==> config.mk <==
export PLATFORM = sky130hd
export DESIGN_NAME = piso_tx
export DESIGN_NICKNAME = d
export VERILOG_FILES = /design/src/rtl/piso_pkg.sv /design/src/rtl/piso_tx.sv
export SDC_FILE = /design/constraint.sdc
export NUM_CORES = 1
export LEC_CHECK = 0
export CORE_AREA = 2 2 49 51
export DETAILED_ROUTE_END_ITERATION = 16
export DIE_AREA = 0 0 51 53
export PLACE_DENSITY_LB_ADDON = 0.05
export RECOVER_POWER = 100
export SYNTH_ARGS = -nofsm -noshare
export SYNTH_HDL_FRONTEND = slang
export SYNTH_SLANG_ARGS = --single-unit
==> constraint.sdc <==
create_clock -name clk -period 1.5 [get_ports clk]
set_clock_uncertainty 0.05 [all_clocks]
set_input_delay 0.375 -clock clk [delete_from_list [all_inputs] [get_ports clk]]
set_output_delay 0.375 -clock clk [all_outputs]
set_load 0.005 [all_outputs]
==> src/rtl/piso_pkg.sv <==
// Shared definitions for the parallel-in/serial-out transmitter.
//   state_t   : FSM state encoding (IDLE, SHIFT, GAP)
//   cnt_width : bit-counter width for a given word width
package piso_pkg;

  typedef enum logic [1:0] {
    IDLE,
    SHIFT,
    GAP
  } state_t;

  // Counts WIDTH-1 down to 0, so $clog2(WIDTH) bits are enough.
  function automatic int unsigned cnt_width(input int unsigned width);
    return (width < 2) ? 1 : $clog2(width);
  endfunction

endpackage

==> src/rtl/piso_tx.sv <==
// Parallel-in/serial-out transmitter.
// Accepts a WIDTH-bit word on a valid/ready handshake and shifts it out one
// bit per clock, followed by GAP idle cycles.
// Ports:
//   clk        : clock, all state changes on the rising edge
//   rst        : synchronous active-high reset
//   din        : parallel word to transmit
//   din_valid  : producer has a word on din
//   din_ready  : word accepted this cycle when din_valid is also high
//   sout       : serial data bit
//   sout_valid : sout carries a frame bit this cycle
//   sout_last  : current bit is the final bit of the frame
//   busy       : a frame or gap is in progress
module piso_tx
  import piso_pkg::*;
#(
  parameter int unsigned WIDTH     = 8,
  parameter int unsigned GAP       = 1,
  parameter bit          MSB_FIRST = 1'b1
) (
  input  logic             clk,
  input  logic             rst,
  input  logic [WIDTH-1:0] din,
  input  logic             din_valid,
  output logic             din_ready,
  output logic             sout,
  output logic             sout_valid,
  output logic             sout_last,
  output logic             busy
);

  localparam int unsigned     CW       = cnt_width(WIDTH);
  localparam logic [CW-1:0]   CNT_LOAD = CW'(WIDTH - 1);
  localparam logic [3:0]      GAP_LOAD = (GAP > 0) ? 4'(GAP - 1) : 4'd0;

  // The GAP parameter hides the imported enum literal of the same name, so
  // state literals are always written package-scoped.
  state_t           state, state_n;
  logic [WIDTH-1:0] shreg, shreg_n;
  logic [CW-1:0]    bit_cnt, bit_cnt_n;
  logic [3:0]       gap_cnt, gap_cnt_n;
  logic             xfer;
  logic             head_n;

  // Ready in IDLE, or on the last bit of a frame when frames run back-to-back.
  assign din_ready = ~rst & ((state == piso_pkg::IDLE) |
                             ((GAP == 0) & (state == piso_pkg::SHIFT) & (bit_cnt == '0)));
  assign xfer      = din_valid & din_ready;

  always_comb begin
    state_n   = state;
    shreg_n   = shreg;
    bit_cnt_n = bit_cnt;
    gap_cnt_n = gap_cnt;
    case (state)
      piso_pkg::IDLE: begin
        if (xfer) begin
          state_n   = piso_pkg::SHIFT;
          shreg_n   = din;
          bit_cnt_n = CNT_LOAD;
        end
      end
      piso_pkg::SHIFT: begin
        if (bit_cnt == '0) begin
          if (GAP != 0) begin
            state_n   = piso_pkg::GAP;
            gap_cnt_n = GAP_LOAD;
          end else if (xfer) begin
            shreg_n   = din;
            bit_cnt_n = CNT_LOAD;
          end else begin
            state_n = piso_pkg::IDLE;
          end
        end else begin
          shreg_n   = MSB_FIRST ? {shreg[WIDTH-2:0], 1'b0} : {1'b0, shreg[WIDTH-1:1]};
          bit_cnt_n = bit_cnt - 1'b1;
        end
      end
      piso_pkg::GAP: begin
        if (gap_cnt == '0) state_n = piso_pkg::IDLE;
        else               gap_cnt_n = gap_cnt - 1'b1;
      end
      default: state_n = piso_pkg::IDLE;
    endcase
  end

  // Outputs are registered from the next-state values so the bit leaving
  // the register appears in the same cycle the FSM is in SHIFT.
  assign head_n = MSB_FIRST ? shreg_n[WIDTH-1] : shreg_n[0];

  always_ff @(posedge clk) begin
    if (rst) begin
      state      <= piso_pkg::IDLE;
      shreg      <= '0;
      bit_cnt    <= '0;
      gap_cnt    <= '0;
      sout       <= 1'b0;
      sout_valid <= 1'b0;
      sout_last  <= 1'b0;
      busy       <= 1'b0;
    end else begin
      state      <= state_n;
      shreg      <= shreg_n;
      bit_cnt    <= bit_cnt_n;
      gap_cnt    <= gap_cnt_n;
      sout       <= (state_n == piso_pkg::SHIFT) & head_n;
      sout_valid <= (state_n == piso_pkg::SHIFT);
      sout_last  <= (state_n == piso_pkg::SHIFT) & (bit_cnt_n == '0);
      busy       <= (state_n != piso_pkg::IDLE);
    end
  end

endmodule

After elaboration in Yosys (flattened, before gate mapping)
Index checks and enable logic that the tools add are counted.
{"block": "totals", "reg_bits": 21, "inputBits": 11, "out_inout_bits": 5, "wordCells": 45}
{"block": "classes", "n_addsub": 2, "eq_ne": 7, "mux": 13, "bitwise": 5, "n_reduce_logical": 9}
{"operator": "$mux 8", "count": 2}
{"operator": "$pmux 8 s2", "count": 1}
{"operator": "$mux 4", "count": 2}
{"operator": "$pmux 4 s2", "count": 1}
{"operator": "$logic_not 3->1", "count": 2}
{"operator": "$mux 2", "count": 3}
{"operator": "$mux 3", "count": 2}
{"operator": "$ne 2x2->1 const B", "count": 3}
{"operator": "$pmux 2 s3", "count": 1}
{"operator": "$pmux 3 s2", "count": 1}
{"operator": "$reduce_and 3->1", "count": 2}
{"operator": "$reduce_bool 2->1", "count": 3}
{"operator": "$and 1x1->1", "count": 4}
{"operator": "$eq 2x1->1 const B", "count": 2}
{"operator": "$logic_not 4->1", "count": 1}
{"operator": "$sub 4x1->4 const B", "count": 1}
{"operator": "$sub 3x1->3 const B", "count": 1}
{"operator": "$eq 2x2->1 const B", "count": 1}
{"operator": "$logic_not 2->1", "count": 1}
{"operator": "$ne 2x1->1 const B", "count": 1}
{"operator": "$not 1->1", "count": 1}

Logic depth before layout (Yosys ltp)
{"block": "logic_depth", "depth_word": 7, "ltp_mapped": 7, "depth_no_buf": 6}

Worst setup path before layout
No wires, ideal clock.
{"block": "synth_timing", "kind": "register to register", "from": "reg gap_cnt[0]", "to": "reg busy", "setup_time_ns": 0.120, "arrival_time_ns": 1.376, "required_time_ns": 1.330, "setup_slack_ns": -0.046, "stages_incl_launch_ff": 7, "n_path_buf": 0, "synth_period_minus_slack_ns": 1.546, "cell_sequence": "dfxtp_1 inv_1 ha_1 or3b_1 a21oi_1 nor2_1 or2_1"}
{"block": "synth_between", "elab_chain_cells": 4}
{"element": "start, declared", "line_no": "piso_tx.sv:41", "text": "logic [3:0] gap_cnt, gap_cnt_n;"}
{"element": "start signal, assigned", "line_no": "piso_tx.sv:105", "text": "gap_cnt <= gap_cnt_n;"}
{"element": "$logic_not 4->1", "line_no": "piso_tx.sv:80", "text": "if (gap_cnt == '0) state_n = piso_pkg::IDLE;"}
{"element": "$mux 2", "line_no": "piso_tx.sv:80"}
{"element": "$pmux 2 s3", "line_no": "piso_tx.sv:55", "text": "case (state)"}
{"element": "$reduce_bool 2->1", "line_no": "piso_tx.sv:109", "text": "busy <= (state_n != piso_pkg::IDLE);"}
{"element": "end signal, assigned", "line_no": "piso_tx.sv:109"}
{"element": "end, declared", "line_no": "piso_tx.sv:29", "text": "output logic busy"}
No other way between the ends.
A chain may end at the register's enable or synchronous reset.

Final worst setup path
{"block": "layout_timing", "from": "reg gap_cnt[1]", "to": "reg busy"}
The elaborated chain is that of the path after synthesis.

==> results.py <==
metrics = {
    "sta": {
        "finalMaxSlewViolations": 0,
        "final_hold_viol_count": 0,
        "finalSetupViolations": 1,
        "post-route-period-util_pct": 101,
        "hold_ws_ns": 0.394,
        "min_period_ns": 1.51,
        "tightest_slew_ns": 0.273,
        "max_freq_ghz": 0.661,
        "setup_ws_ns": -0.0125,
        "grt_setup_unrepaired": "true",
        "maxSlewHeadroom_pct": 81.6,
        "fin_tns_setup_ns": -0.0125,
    },
    "min_path": {
        "worstHoldEndpoint": "bit_cnt[1]$_SDFF_PP0_",
        "min_from": "din_valid",
        "hold_class": "primary input to register",
        "whs_path_depth": 4,
    },
    "cells_and_area": {
        "diodes": 0,
        "drive_gt1_share_pct": 37.3,
        "fin_nets": 149,
        "area_growth_pct": 44.1,
        "final_cell_mix": "17 x buf_4, 16 x dfxtp_1, 10 x nand2_1, 10 x a21oi_1, 8 x clkdlybuf4s50_1",
        "final_common_cell": "buf_4",
    },
    "setup_path": {
        "reg2reg_to": "busy$_SDFF_PP0_",
        "endpoint_kind": "register",
        "r2r_start": "gap_cnt[1]$_SDFFE_PP0P_",
        "cp_max_fo": 4,
        "cp.arrival_ns": 1.67,
        "r2r_slack_ns": -0.01,
        "r2r_cells": 6,
        "critPathLaunchType": "register",
        "path_class": "register to register",
        "required_ns": 1.66,
    },
    "clocking": {
        "ctsLongestPathBuffers": 2,
        "clk_pin_slew_ns": 0.13,
        "cts.sinks": 21,
        "clock_latency_ns": 0.30,
        "cts_tree": "yes",
        "hold_buffers": 0,
        "cts_buffers": 3,
        "cts-root-buf": "clkbuf_4",
        "h-tree-depth": 1,
    },
    "place": {
        "hpwl_um": 1380,
        "gp_congestion": 0.787,
        "io_buffers": 15,
    },
    "yosys": {
        "netlist_instances": 99,
        "syn_area_per_cell_um2": 9.35,
        "synth-edff-count": 0,
        "ys_async_sr_fraction_pct": 0,
        "synthTopCellsByArea": "dfxtp_1 45%, a21oi_1 7.0%, a22oi_1 5.7%",
        "yosysTopAreaCell": "dfxtp_1",
        "synth_ff_type": "dfxtp_1",
        "synth_top_area_share_pct": 45.4,
        "ys_seq_area_share_pct": 45.4,
        "synth_nets": 113,
        "yosys_register_bits": 21,
        "yosysUniqueCellTypes": 34,
        "ys_warn_count": 0,
        "syn_area_um2": 926,
    },
    "global_routing": {
        "use_met1_pct": 20.5,
        "grt_pass1_vias": 779,
        "grtUsageTotal_pct": 16.4,
        "grt_use_met3_pct": 2.54,
        "grt_max_degree": 13,
        "grt-busiest-layer": "met2",
        "met2_usage_pct": 28.8,
        "grt_pass1_wl_um": 3310,
        "antenna_found_initial": 0,
        "gr-total-overflow": 0,
    },
    "power": {
        "power.density_nw_per_um2": 996,
        "cellLeakagePower_nw": 0.529,
        "p_switching_mw": 0.396,
        "p_clk_share_pct": 21.1,
        "pwr-share-seq_pct": 48.1,
        "internal_power_mw": 0.932,
        "swShare_pct": 29.8,
        "ir_drop_uv": 654,
        "pwr-share-comb_pct": 30.8,
    },
    "drt": {
        "dr.pass1.iters": 4,
        "ant_nets": 0,
        "drt_iter0_drc": 12,
        "vias": 789,
        "drc_errors": 0,
        "detail_route.vias_per_cell": 4.87,
        "wire_per_inst_um": 11.5,
        "routed_wl_um": 1870,
    },
    "floorplan": {
        "pin_count": 16,
        "rows": 17,
        "coreArea_um2": 2150,
        "floorplan.initialDensity_pct": 43.1,
        "die_x_um": 51,
        "die_area_um2": 2700,
        "die_h_um": 53,
    },
    "flow_run": {
        "maxCapViolCount": 0,
    },
    "status": {
        "status": "finished with violations",
        "violations": "negative setup slack",
    },
}
==> synthesized netlist by cell type (2+ instances only) <==
library cell / number
buf_2: 2
nand2_1: 10
dfxtp_1: 21
nand3_1: 3
a22oi_1: 7
nor2b_1: 2
ha_1: 3
nand3b_1: 2
nor4b_2: 2
nor2_1: 4
inv_1: 4
o21ai_0: 2
and2_1: 2
nor3_1: 3
a21oi_1: 13
==> what timing repair did <==
action	CTS	global route
pin swaps	3	5
resized for setup	22	9
cloned	0	0
buffers inserted	0	1
setup endpoints to repair	16	10
==> sequential cells by signal (all words and copies together) (netlist names) <==
name,flops
state,2
bit_cnt,3
sout_valid,1
busy,1
sout,1
sout_last,1
gap_cnt,4
shreg,8
==> worst max-delay path by stage <==
stage                                       start              endpoint  slack, ns  depth (start not counted)
after floorplan           gap_cnt[0]$_SDFFE_PP0P_       busy$_SDFF_PP0_     -0.002                          6
after global placement                        rst             din_ready      -0.51                          3
after detailed placement                      rst             din_ready      -0.54                          3
after CTS                     state[1]$_SDFF_PP0_             din_ready      -0.04                          2
after global routing        bit_cnt[1]$_SDFF_PP0_  sout_last$_SDFF_PP0_      -0.09                          6
final                     gap_cnt[1]$_SDFFE_PP0P_       busy$_SDFF_PP0_      -0.01                          6
==> through the flow <==
| step | instances | worst slack (ns) | power [mW] | utilization [%] | cell area (um^2) |
|---|---|---|---|---|---|
| after global routing | 162 | -0.0934 | 1.41 | 62.1 | 1330 |
| after detailed placement | 157 | -0.541 | 1.03 | 57.8 | 1240 |
| after global placement | 157 | -0.513 | 1.02 | 57.8 | 1240 |
| after CTS | 161 | -0.0408 | 1.33 | 61.3 | 1320 |
| final | 162 | -0.0125 | 1.33 | 62.1 | 1330 |
| after floorplan | 99 | -0.00169 | 0.855 | - | 935 |
==> cells by family (layout without fill, tap and decap cells) <==
family / after synthesis / count (layout) / share of synthesized area, %
flops: 21 / 21 / 45.4
fa+ha+maj: 3 / 3 / 4.05
simple gates: 38 / 38 / 25.9
mux: 1 / 1 / 1.08
compound gates: 25 / 25 / 16.9
buf+inv: 9 / 44 / 4.73
xor+xnor: 2 / 2 / 1.89
==> critical path, cell delays in order (launching register included) <==
cell and delay [ns]:
dfxtp_1 0.34, inv_2 0.08, ha_4 0.13, or3b_4 0.40, a21oi_2 0.16, nor2_1 0.06, or2_1 0.19
==> power groups by stage <==
| stage | clock network, mW | registers [mW] | logic, mW |
|---|---|---|---|
| finish | 0.280 | 0.639 | 0.409 |
| global route | 0.308 | 0.646 | 0.457 |
| detailed placement | 0 | 0.647 | 0.381 |
| global placement | 0 | 0.646 | 0.375 |
| floorplan | 0 | 0.648 | 0.207 |
| CTS | 0.290 | 0.640 | 0.398 |
==> layer usage <==
layer  up-vias  wire, um
met5         -         0
met4         0         0
met3         0        53
met2        11       909
met1       356       904
li1        422         -
==> area by class of cell <==
class,count,area [um^2]
Fill cell,197,815
Multi-Input combinational cell,69,531
Sequential cell,21,429
Timing Repair Buffer,36,297
Tap cell,28,35.0
Clock buffer,3,22.5
Inverter,4,15.0
Clock inverter,1,5.00
No activity file was read; power rests on OpenSTA's default activity.
